<file path="src/rtl/esc_pkg.sv">
// Shared types and helpers for the exhaustive stimulus capture engine.
package esc_pkg;

   typedef enum logic [2:0] {
      IDLE   = 3'd0,
      APPLY  = 3'd1,
      SETTLE = 3'd2,
      SAMPLE = 3'd3,
      DONE   = 3'd4
   } esc_state_t;

   localparam logic [15:0] MISR_POLY_16 = 16'h1021;

   // Binary to reflected Gray code; callers truncate to their own width.
   function automatic logic [15:0] bin2gray(input logic [15:0] b);
      return b ^ (b >> 1);
   endfunction

endpackage

</file>
<file path="src/rtl/misr_compactor.sv">
// Multiple-input signature register: shift left, fold the MSB back through
// POLY, and XOR in the zero-extended response word.
module misr_compactor
   import esc_pkg::*;
#(
   parameter int               SIG_W  = 16,
   parameter int               N_IN_W = 1,
   parameter logic [SIG_W-1:0] POLY   = SIG_W'(MISR_POLY_16)
) (
   input  logic              CK,
   input  logic              reset,
   input  logic              clr,
   input  logic              en,
   input  logic [N_IN_W-1:0] din,
   output logic [SIG_W-1:0]  sig
);

   logic [SIG_W-1:0] r_sig;
   logic [SIG_W-1:0] w_sig_next;

   // Next signature value from the current state and the incoming response.
   always_comb begin
      w_sig_next = {r_sig[SIG_W-2:0], 1'b0}
                 ^ (r_sig[SIG_W-1] ? POLY : '0)
                 ^ SIG_W'(din);
   end

   // Signature register: clear has priority over compaction.
   // NOTE: sequential state uses non-blocking assignments so every register
   // samples pre-edge values regardless of statement order.
   always_ff @(posedge CK or posedge reset) begin
      if (reset)      r_sig <= '0;
      else if (clr)   r_sig <= '0;
      else if (en)    r_sig <= w_sig_next;
   end

   assign sig = r_sig;

endmodule

</file>
<file path="src/rtl/exhaustive_stim_capture.sv">
// Exhaustive stimulus engine: sweeps all 2^N_IN patterns (binary or Gray
// order) into a DUT, samples each response after SETTLE_CYC cycles and
// compacts the responses into a MISR signature.
// Optional feature: define GOLDEN_CHECK_EN to add golden_sig / mismatch.
module exhaustive_stim_capture
   import esc_pkg::*;
#(
   parameter int               N_IN       = 4,
   parameter int               N_OUT      = 1,
   parameter int               SETTLE_CYC = 1,
   parameter int               SIG_W      = 16,
   parameter logic [SIG_W-1:0] POLY       = SIG_W'(MISR_POLY_16)
) (
   input  logic              CK,
   input  logic              reset,
   input  logic              start,
   input  logic              gray_mode,
   output logic [N_IN-1:0]   dut_in,
   input  logic [N_OUT-1:0]  dut_out,
   output logic              busy,
   output logic              sample_valid,
   output logic [N_OUT-1:0]  sample_data,
   output logic [N_IN:0]     pattern_count,
   output logic [SIG_W-1:0]  signature,
   output logic              done
`ifdef GOLDEN_CHECK_EN
   ,
   input  logic [SIG_W-1:0]  golden_sig,
   output logic              mismatch
`endif
);

   localparam bit       HAS_SETTLE  = (SETTLE_CYC > 0);
   localparam logic [7:0] SETTLE_LAST = 8'((SETTLE_CYC > 0) ? SETTLE_CYC - 1 : 0);

   esc_state_t        r_state, w_next_state;
   logic [N_IN-1:0]   r_cnt;
   logic [N_IN-1:0]   r_dut_in;
   logic [N_IN:0]     r_pattern_count;
   logic [7:0]        r_settle;
   logic              r_gray;

   logic              w_start_ok;
   logic              w_last;
   logic [N_IN-1:0]   w_cnt_inc;
   logic [15:0]       w_gray_full;
   logic [N_IN-1:0]   w_next_pat;

   assign w_start_ok  = (r_state == IDLE) && start;
   assign w_last      = (r_cnt == {N_IN{1'b1}});
   assign w_cnt_inc   = r_cnt + 1'b1;
   assign w_gray_full = bin2gray(16'(w_cnt_inc));
   assign w_next_pat  = r_gray ? w_gray_full[N_IN-1:0] : w_cnt_inc;

   // State register.
   always_ff @(posedge CK or posedge reset) begin
      if (reset) r_state <= IDLE;
      else       r_state <= w_next_state;
   end

   // Next-state logic.
   // NOTE: the default assignment first keeps this block free of latches.
   always_comb begin
      w_next_state = r_state;
      case (r_state)
         IDLE:    if (start) w_next_state = APPLY;
         APPLY:   w_next_state = HAS_SETTLE ? SETTLE : SAMPLE;
         SETTLE:  if (r_settle == SETTLE_LAST) w_next_state = SAMPLE;
         SAMPLE:  w_next_state = w_last ? DONE : APPLY;
         DONE:    w_next_state = IDLE;
         default: w_next_state = IDLE;
      endcase
   end

   // Counter, settle timer, pattern register and sample counter. The pattern
   // is loaded on entry to APPLY so it is already on dut_in during APPLY.
   always_ff @(posedge CK or posedge reset) begin
      if (reset) begin
         r_cnt           <= '0;
         r_dut_in        <= '0;
         r_pattern_count <= '0;
         r_settle        <= '0;
         r_gray          <= 1'b0;
      end else begin
         case (r_state)
            IDLE: begin
               if (start) begin
                  r_cnt           <= '0;
                  r_dut_in        <= '0;
                  r_pattern_count <= '0;
                  r_gray          <= gray_mode;
               end
            end
            APPLY:  r_settle <= '0;
            SETTLE: r_settle <= r_settle + 8'd1;
            SAMPLE: begin
               r_pattern_count <= r_pattern_count + 1'b1;
               if (!w_last) begin
                  r_cnt    <= w_cnt_inc;
                  r_dut_in <= w_next_pat;
               end
            end
            default: ;
         endcase
      end
   end

   misr_compactor #(
      .SIG_W  (SIG_W),
      .N_IN_W (N_OUT),
      .POLY   (POLY)
   ) u_misr (
      .CK    (CK),
      .reset (reset),
      .clr   (w_start_ok),
      .en    (r_state == SAMPLE),
      .din   (dut_out),
      .sig   (signature)
   );

`ifdef GOLDEN_CHECK_EN
   logic             r_mismatch;
   logic [SIG_W-1:0] w_sig_final;

   // Signature value that the last SAMPLE commits, compared as DONE is entered.
   always_comb begin
      w_sig_final = {signature[SIG_W-2:0], 1'b0}
                  ^ (signature[SIG_W-1] ? POLY : '0)
                  ^ SIG_W'(dut_out);
   end

   // Golden compare flag: cleared at start, set on entry to DONE.
   always_ff @(posedge CK or posedge reset) begin
      if (reset)                                r_mismatch <= 1'b0;
      else if (w_start_ok)                      r_mismatch <= 1'b0;
      else if ((r_state == SAMPLE) && w_last)   r_mismatch <= (w_sig_final != golden_sig);
   end

   assign mismatch = r_mismatch;
`endif

   assign dut_in        = r_dut_in;
   assign pattern_count = r_pattern_count;
   assign busy          = (r_state == APPLY) || (r_state == SETTLE) || (r_state == SAMPLE);
   assign sample_valid  = (r_state == SAMPLE);
   assign sample_data   = (r_state == SAMPLE) ? dut_out : '0;
   assign done          = (r_state == DONE);

endmodule

</file>
<file path="config.mk">
export PLATFORM = sky130hd
export DESIGN_NAME = exhaustive_stim_capture
export DESIGN_NICKNAME = d
export VERILOG_FILES = /design/src/rtl/esc_pkg.sv /design/src/rtl/misr_compactor.sv /design/src/rtl/exhaustive_stim_capture.sv
export SDC_FILE = /design/constraint.sdc
export NUM_CORES = 1
export LEC_CHECK = 0
export CORE_MARGIN = 3
export CORE_UTILIZATION = 34
export CTS_CLUSTER_SIZE = 40
export DETAILED_ROUTE_END_ITERATION = 8
export PLACE_DENSITY = 0.56
export SYNTH_ARGS = -nofsm -noshare
export SYNTH_HDL_FRONTEND = slang
export SYNTH_HIERARCHICAL = 1
export SYNTH_SLANG_ARGS = --single-unit
</file>
<file path="constraint.sdc">
create_clock -name CK -period 2.1 [get_ports CK]
set_clock_uncertainty 0.2 [all_clocks]
set_input_delay 0.42 -clock CK [delete_from_list [all_inputs] [get_ports CK]]
set_output_delay 0.42 -clock CK [all_outputs]
set_load 0.01 [all_outputs]
</file>
==> results of run 1 <==
-- synthesized netlist by cell type (all sizes together), types with 3 or more instances --
master	count
ha	4
a21oi	8
o21ai	19
xor2	6
mux2i	15
nand3	9
xnor2	3
dfrtp	40
o211ai	3
nor2	25
inv	8
nor3	3
a211oi	3
buf	9
nand2	19
and2	3
-- path summary, 6_finish.rpt --
| path | end | slack, ps |
|---|---|---|
| setup / recovery | signature[15] | 150 |
| hold / removal | u_misr/sig[13]$_DFFE_PP0P_ | 270 |
| setup reg to reg | r_gray$_DFFE_PP0P_ | 300 |
| hold reg to reg | dut_in[1]$_DFFE_PP0P_ | 300 |
| max in group asynchronous | r_state[1]$_DFFE_PP0P_ | 1130 |
| min in group CK | dut_in[1]$_DFFE_PP0P_ | 300 |
-- cell type report --
type                            instances  share of cell area (%)
Clock buffer                            6                   2.810
Tap cell                               72                   3.488
Clock inverter                          2                   1.357
Multi-Input combinational cell        140                   36.00
Inverter                                8                   1.163
Timing Repair Buffer                   46                   16.38
Sequential cell                        40                   38.81
-- registers in the layout, summed over array words and instances, names as in the netlist --
name / count
dut_in: 3
pattern_count: 5
r_cnt: 4
r_gray: 1
r_settle: 8
r_state: 3
u_misr/sig: 16
-- logic make-up (layout without fill, tap and decap cells) --
family / count (synthesis) / in the layout
DFF: 40 / 40
muxes: 17 / 17
and+or+nand+nor: 72 / 72
adders and majority gates: 4 / 4
buffers and inverters: 19 / 62
xor gates and xnor gates: 9 / 9
AOI/OAI and AO/OA: 38 / 38
-- per-layer routing --
| layer | up-vias | part of all wire (%) | wire length [um] | GRT usage, % |
|---|---|---|---|---|
| met5 | - | 0 | 0 | 0 |
| met4 | 0 | 1.1 | 46 | 4.825 |
| met3 | 6 | 4.1 | 171 | 3.159 |
| met2 | 27 | 47 | 1923 | 19.74 |
| met1 | 703 | 48 | 1994 | 17.00 |
| li1 | 771 | - | - | - |
-- power breakdown --
part | switching [W] | internal (W)
sequential | 0.000282 | 0.00104
combinational | 0.000905 | 0.000930
clock | 0.000272 | 0.000353
-- worst reg2reg max path, cell delays in order, from the launching register on --
cell	delay (ps)
dfrtp_1	430
buf_4	210
nor4b_4	360
buf_4	180
mux2_1	300
-- per-stage QoR --
step / setup slack, ps / util, % / area, um2
after global placement: -48.27 / 43.63 / 2476
after CTS: 127.4 / 45.50 / 2582
after detailed placement: -48.08 / 43.63 / 2476
after global routing: 67.34 / 45.50 / 2582
after floorplan: 258.5 / - / 2047
final: 149.6 / 45.50 / 2582
==> results.rst, run 1 <==
.. list-table::
   :header-rows: 1

   * - Metric
     - Value
   * - Area growth syn-to-layout
     - 26.16%
   * - Seq/Total Area, Yosys
     - slightly below 50%
   * - Share of Yosys cell area claimed by the top area cell type
     - 48.90%
   * - Total Power Consumption
     - roughly 0.0038 W
   * - Num rows
     - 27
   * - Slowest stage cell, crit path
     - clkdlybuf4s50_1
   * - Chip Width
     - around 84 um
   * - CTS clk-pin slew, worst paths
     - 80 ps
   * - Aggregate negative setup slack
     - 0 ps
   * - Final worst path period share
     - ~93%
   * - Worst R2R Start
     - r_state[0]$_DFFE_PP0P_
   * - WS Path Type
     - flip-flop to output pin
   * - First-pass GRT wire length
     - roughly 7300 um
   * - Die footprint
     - 6987 um2
   * - Largest net degree at the start of global routing
     - 25
   * - Result of the run
     - finished, final reports clean
   * - Critical Path Source Type
     - flip-flop
   * - Number of max-slew violations in the final report
     - 0
   * - Antenna-violating nets left
     - 0
   * - Worst r2r path cells
     - 4
   * - Final standard cell count with taps included and fillers excluded
     - ~310
   * - Synthesized netlist cell count
     - just under 200
   * - Total area of sequential cells
     - between 1000 and 1500 um2
   * - Post-synthesis net count
     - roughly 210
   * - Syn avg cell area
     - 10.29 um2
   * - Number of buffers inserted by port buffering
     - 33
   * - CTS H-tree lvls
     - 2
   * - Initial antenna violation count
     - 0
   * - Commonest non-fill, non-tap cells in the layout
     - dfrtp_1 (39), clkdlybuf4s50_1 (29), nor2_1 (21)
   * - Warnings from Yosys
     - 6
   * - Proportion of synthesized area in mux cells
     - ~8.6%
   * - Count of buffer and inverter cells on the critical path
     - 1
   * - Max incr delay on CP
     - just under 600 ps
   * - Worst-path cell chain
     - clkdlybuf4s50_1
   * - Hold Crit Class
     - input port to asynchronous set/reset pin
   * - Slew of the pin with the lowest slew margin
     - between 200 and 300 ps
   * - Maximum number of buffers from clock root to sink
     - 2
   * - Number of sinks handled by clock tree synthesis
     - 40
   * - CP Max Fanout
     - 5
   * - Clock period minus worst slack
     - around 2000 ps
   * - Filler cell count in the final layout
     - 570
   * - Final hold violations
     - 0
   * - Worst EP required
     - 1480 ps
   * - Ratio of cells with drive above 1 in the final layout
     - 14.88%
   * - Crit-path leading delay family
     - buffers and inverters
   * - Number of cells upsized or downsized after cts
     - 6
   * - First element of the critical path
     - u_misr/sig[15]$_DFFE_PP0P_
   * - Relative max-transition margin
     - 79.66%
   * - Number of flops mapped to enable cells by yosys
     - 0
   * - Maximum clock rate
     - roughly 500 MHz
   * - Setup fix buffers added after clock tree synthesis
     - 0
   * - Power density over the cells
     - around 1500 nW/um2
   * - Iteration count of the initial detailed-routing pass
     - 4
   * - Remaining DRCs
     - 0
   * - Number of top-level pins
     - 34
   * - Post-synthesis share of cell area spent on full adders, half adders and majority gates
     - 2.445%
   * - Footprint of the multi-input gates
     - just over 900 um2
   * - Starting density of the core
     - 36.07%
   * - CTS tree
     - done
   * - Worst-Skew Late Latency
     - just under 300 ps
   * - Cell at the root of the clock tree
     - clkbuf_8
   * - Maximum capacitance violations
     - 0
   * - Post-synthesis instance area
     - approximately 2000 um2
   * - Die height
     - approximately 84 um
   * - Number of stages on the worst setup path
     - 1
   * - Largest family of logic cells by synthesized area
     - simple AND/OR/NAND/NOR gates
   * - Setup repair after global routing missed its margin
     - no
   * - Core region area
     - 5675 um2
   * - Post-layout nets
     - between 200 and 300
   * - Maximum ir drop on the vdd rail
     - about 0.64 mV
   * - Signal arrival time at the worst endpoint
     - 1330 ps
   * - Final setup violation count
     - 0
   * - Global placer's final weighted congestion
     - between 0.7 and 0.8
   * - Num CTS Buffers
     - 5
   * - Leftover overflow at the end of global routing
     - 0
   * - Via count of the first global-routing pass
     - around 1500
   * - Async set-reset flop share out of synthesis
     - 100.0%
   * - Routed wire length
     - between 4000 and 5000 um
   * - Antenna fix cells
     - 0
   * - Most common cell after layout, fill and taps aside
     - dfrtp_1
   * - Post-synthesis cell type count
     - 41
   * - Endpoint type of the worst setup path
     - output pin
   * - Number of placed cells counting well taps
     - 306
   * - Total via count in the routed design
     - between 1500 and 2000
   * - First DRT Iteration DRCs
     - 98
   * - Static leakage
     - 1.159 nW
   * - Most used DFF post-synth
     - dfrtp_1
   * - Total routing usage reported by global routing
     - 12.69%
   * - Share of the synthesized netlist area taken by xor and xnor gates
     - about 3.9%
   * - Total half-perimeter wirelength after legalization and detailed placement
     - about 2900 um
   * - Total of hold buffers inserted after clock tree synthesis
     - 0
   * - Top area cells in the synthesized netlist
     - dfrtp_1 (49%), mux2i_1 (6.8%), o21ai_1 (4.4%), nor2_1 (4.0%), nand2_1 (3.5%)
   * - Post-route worst hold slack
     - around 270 ps
   * - Post-synthesis simple-gate area fraction
     - approximately 18%
   * - Vias per inst
     - around 4.8
   * - Wirelength per Cell
     - 13.17 um
   * - Share of the synthesized area in compound gates (AO/OA/AOI/OAI)
     - between 10% and 20%
   * - Cell accounting for the most synthesized area
     - dfrtp_1
   * - Number of storage elements in the synthesis netlist
     - 40
Power figures use the tool's default switching activity.
==> run 2, diff against run 1 <==
--- a/config.mk
+++ b/config.mk
@@ -10,6 +10,7 @@
 export CTS_CLUSTER_SIZE = 40
 export DETAILED_ROUTE_END_ITERATION = 8
 export PLACE_DENSITY = 0.56
+export REMOVE_ABC_BUFFERS = 1
 export SYNTH_ARGS = -nofsm -noshare
 export SYNTH_HDL_FRONTEND = slang
 export SYNTH_HIERARCHICAL = 1
==> results.rst, run 2 (synthesis gave the netlist of run 1 again) <==
.. list-table::
   :header-rows: 1

   * - Metric
     - Value
   * - Post-layout nets
     - roughly 250
   * - Largest net degree at the start of global routing
     - 30
   * - Iteration count of the initial detailed-routing pass
     - 4
   * - Initial antenna violation count
     - 0
   * - Number of max-slew violations in the final report
     - 0
   * - Number of buffers inserted by port buffering
     - 33
   * - Worst path setup slack after routing
     - slightly below 90 ps
   * - Leftover overflow at the end of global routing
     - 0
   * - Internal power summed over all cells
     - roughly 0.0023 W
   * - WS Path Type
     - flip-flop to output pin
   * - Relative max-transition margin
     - roughly 60%
   * - Combinational share of power
     - 48.4%
   * - Num rows
     - 27
   * - Area growth syn-to-layout
     - 26.04%
   * - Via count of the first global-routing pass
     - 1447
   * - Endpoint type of the worst setup path
     - output pin
   * - CP endpoint
     - sample_data
   * - Critical Path Source Type
     - flip-flop
   * - Commonest non-fill, non-tap cells in the layout
     - dfrtp_1 (40), clkdlybuf4s50_1 (29), nor2_1 (22)
   * - Slew of the pin with the lowest slew margin
     - 597.1 ps
   * - Signal arrival time at the worst endpoint
     - 1390 ps
   * - Pre-CTS setup slack
     - -48.47 ps
   * - Finished Cell Area
     - 2580 um2
   * - Hold Crit Class
     - input port to asynchronous set/reset pin
   * - Power density over the cells
     - 1471 nW/um2
   * - Remaining DRCs
     - 0
   * - Global placer's final weighted congestion
     - 0.7835
   * - Cell at the root of the clock tree
     - clkbuf_8
   * - Chip Width
     - ~84 um
   * - CTS tree
     - done
   * - CTS clk-pin slew, worst paths
     - 80 ps
   * - Most common cell after layout, fill and taps aside
     - dfrtp_1
   * - Total half-perimeter wirelength after legalization and detailed placement
     - about 2900 um
   * - Total area of sequential cells
     - 1001 um2
   * - Net load switching power
     - 0.001467 W
   * - Total routing usage reported by global routing
     - between 10% and 20%
   * - Wirelength per Cell
     - 13.26 um
   * - Maximum clock rate
     - between 400 and 500 MHz
   * - Die footprint
     - 6987 um2
   * - Worst r2r dst
     - r_cnt[1]$_DFFE_PP0P_
   * - Footprint of the multi-input gates
     - ~930 um2
   * - Antenna-violating nets left
     - 0
   * - Flip-flop count of the largest register after layout
     - 16
   * - Power share of the sequential group
     - between 30% and 40%
   * - Core region area
     - between 5000 and 6000 um2
   * - CTS H-tree lvls
     - 2
   * - Maximum number of buffers from clock root to sink
     - 2
   * - Worst-Skew Late Latency
     - around 300 ps
   * - Static leakage
     - between 1 and 1.5 nW
   * - Die height
     - 83.59 um
   * - Antenna fix cells
     - 0
   * - R2R setup slack
     - between 200 and 300 ps
   * - Final setup violation count
     - 0
   * - Vias per inst
     - a little under 5
   * - Routed wire length
     - ~4100 um
   * - Switch share
     - slightly below 40%
   * - Worst EP required
     - 1480 ps
   * - Num CTS Buffers
     - 5
   * - First-pass GRT wire length
     - 7079 um
   * - Number of top-level pins
     - 34
   * - CP Max Fanout
     - 3
   * - Filler cell count in the final layout
     - about 540
   * - Worst R2R Start
     - r_state[0]$_DFFE_PP0P_
   * - Worst r2r path cells
     - 5
   * - Total Power Consumption
     - between 0.003 and 0.004 W
   * - Final standard cell count with taps included and fillers excluded
     - between 300 and 400
   * - Final worst path period share
     - between 90 and 100%
   * - Maximum ir drop on the vdd rail
     - approximately 0.6 mV
   * - Total via count in the routed design
     - 1536
   * - Share of power burned in the clock network
     - between 15 and 20%
   * - Maximum capacitance violations
     - 0
   * - Starting density of the core
     - around 36%
   * - Final hold violations
     - 0
   * - Setup repair after global routing missed its margin
     - no
   * - Ratio of cells with drive above 1 in the final layout
     - between 10% and 20%
   * - Number of placed cells counting well taps
     - around 300
   * - Area of placed instances
     - approximately 2500 um2
   * - First element of the critical path
     - r_state[0]$_DFFE_PP0P_
   * - Result of the run
     - finished, final reports clean
   * - Clock period minus worst slack
     - about 2000 ps
   * - First DRT Iteration DRCs
     - around 100
   * - Number of sinks handled by clock tree synthesis
     - 40
## run 2: cell type report
class	instances	share of cell area (%)
Tap cell	72	3.492
Clock inverter	3	1.843
Inverter	8	1.164
Multi-Input combinational cell	140	35.94
Timing Repair Buffer	45	16.10
Clock buffer	5	2.667
Sequential cell	40	38.80
## run 2: worst max-delay path: stages, from the launching register on
cell and delay (ps):
dfrtp_1 400, buf_4 150, nand3b_4 70, inv_2 60
and2_1 150, dlygate4sd2_1 280
## run 2: what timing repair did
item | 4_1_cts | 5_1_grt
hold buffers | 0 | 0
endpoints found under the setup margin | 4 | 0
gates resized for setup | 4 | 0
buffers inserted | 2 | 0
hold endpoints to repair | 0 | 0
## run 2: layer usage
layer  wire (um)  part of all wire, %  track usage (%)  vias up
met5           0                    0                0        -
met4          53                  1.3            3.947        0
met3         260                  6.3            4.245        6
met2        1752                   42            18.00       37
met1        2082                   50            17.29      723
li1            -                    -                -      770
## run 2: metrics by stage
| step | hold WS (ps) | setup TNS, ps | utilization (%) |
|---|---|---|---|
| 5_1_grt | 309.8 | 0 | 45.46 |
| 3_3_place_gp | 276.5 | -53.98 | 43.23 |
| 3_5_place_dp | 279.6 | -48.47 | 43.23 |
| 2_1_floorplan | 133.7 | -16.79 | - |
| 6_report | 286.6 | 0 | 45.46 |
| 4_1_cts | 298.5 | 0 | 45.46 |
## run 2: how the worst min path moves through the flow
stage | to
after floorplan | u_misr/sig[0]$_DFFE_PP0P_
after global placement | dut_in[1]$_DFFE_PP0P_
after detailed placement | dut_in[0]$_DFFE_PP0P_
after CTS | dut_in[0]$_DFFE_PP0P_
after global routing | r_cnt[3]$_DFFE_PP0P_
final | r_settle[1]$_DFFE_PP0P_
## run 2: power groups by stage
stage / clock, W / combinational, W / sequential [W]
2_1_floorplan: 0 / 0.000974 / 0.00142
3_3_place_gp: 0 / 0.00183 / 0.00133
3_5_place_dp: 0 / 0.00184 / 0.00133
4_1_cts: 0.000672 / 0.00187 / 0.00131
5_1_grt: 0.000710 / 0.00204 / 0.00136
6_report: 0.000650 / 0.00184 / 0.00131
==> run 3, diff against run 2 <==
--- a/config.mk
+++ b/config.mk
@@ -7,8 +7,10 @@
 export LEC_CHECK = 0
 export CORE_MARGIN = 3
 export CORE_UTILIZATION = 34
+export CTS_CLUSTER_DIAMETER = 80
 export CTS_CLUSTER_SIZE = 40
 export DETAILED_ROUTE_END_ITERATION = 8
+export HOLD_SLACK_MARGIN = 0.03
 export PLACE_DENSITY = 0.56
 export REMOVE_ABC_BUFFERS = 1
 export SYNTH_ARGS = -nofsm -noshare
==> results of run 3 <==
Same layout as run 2: the final DEF is identical, and so are final timing and power.
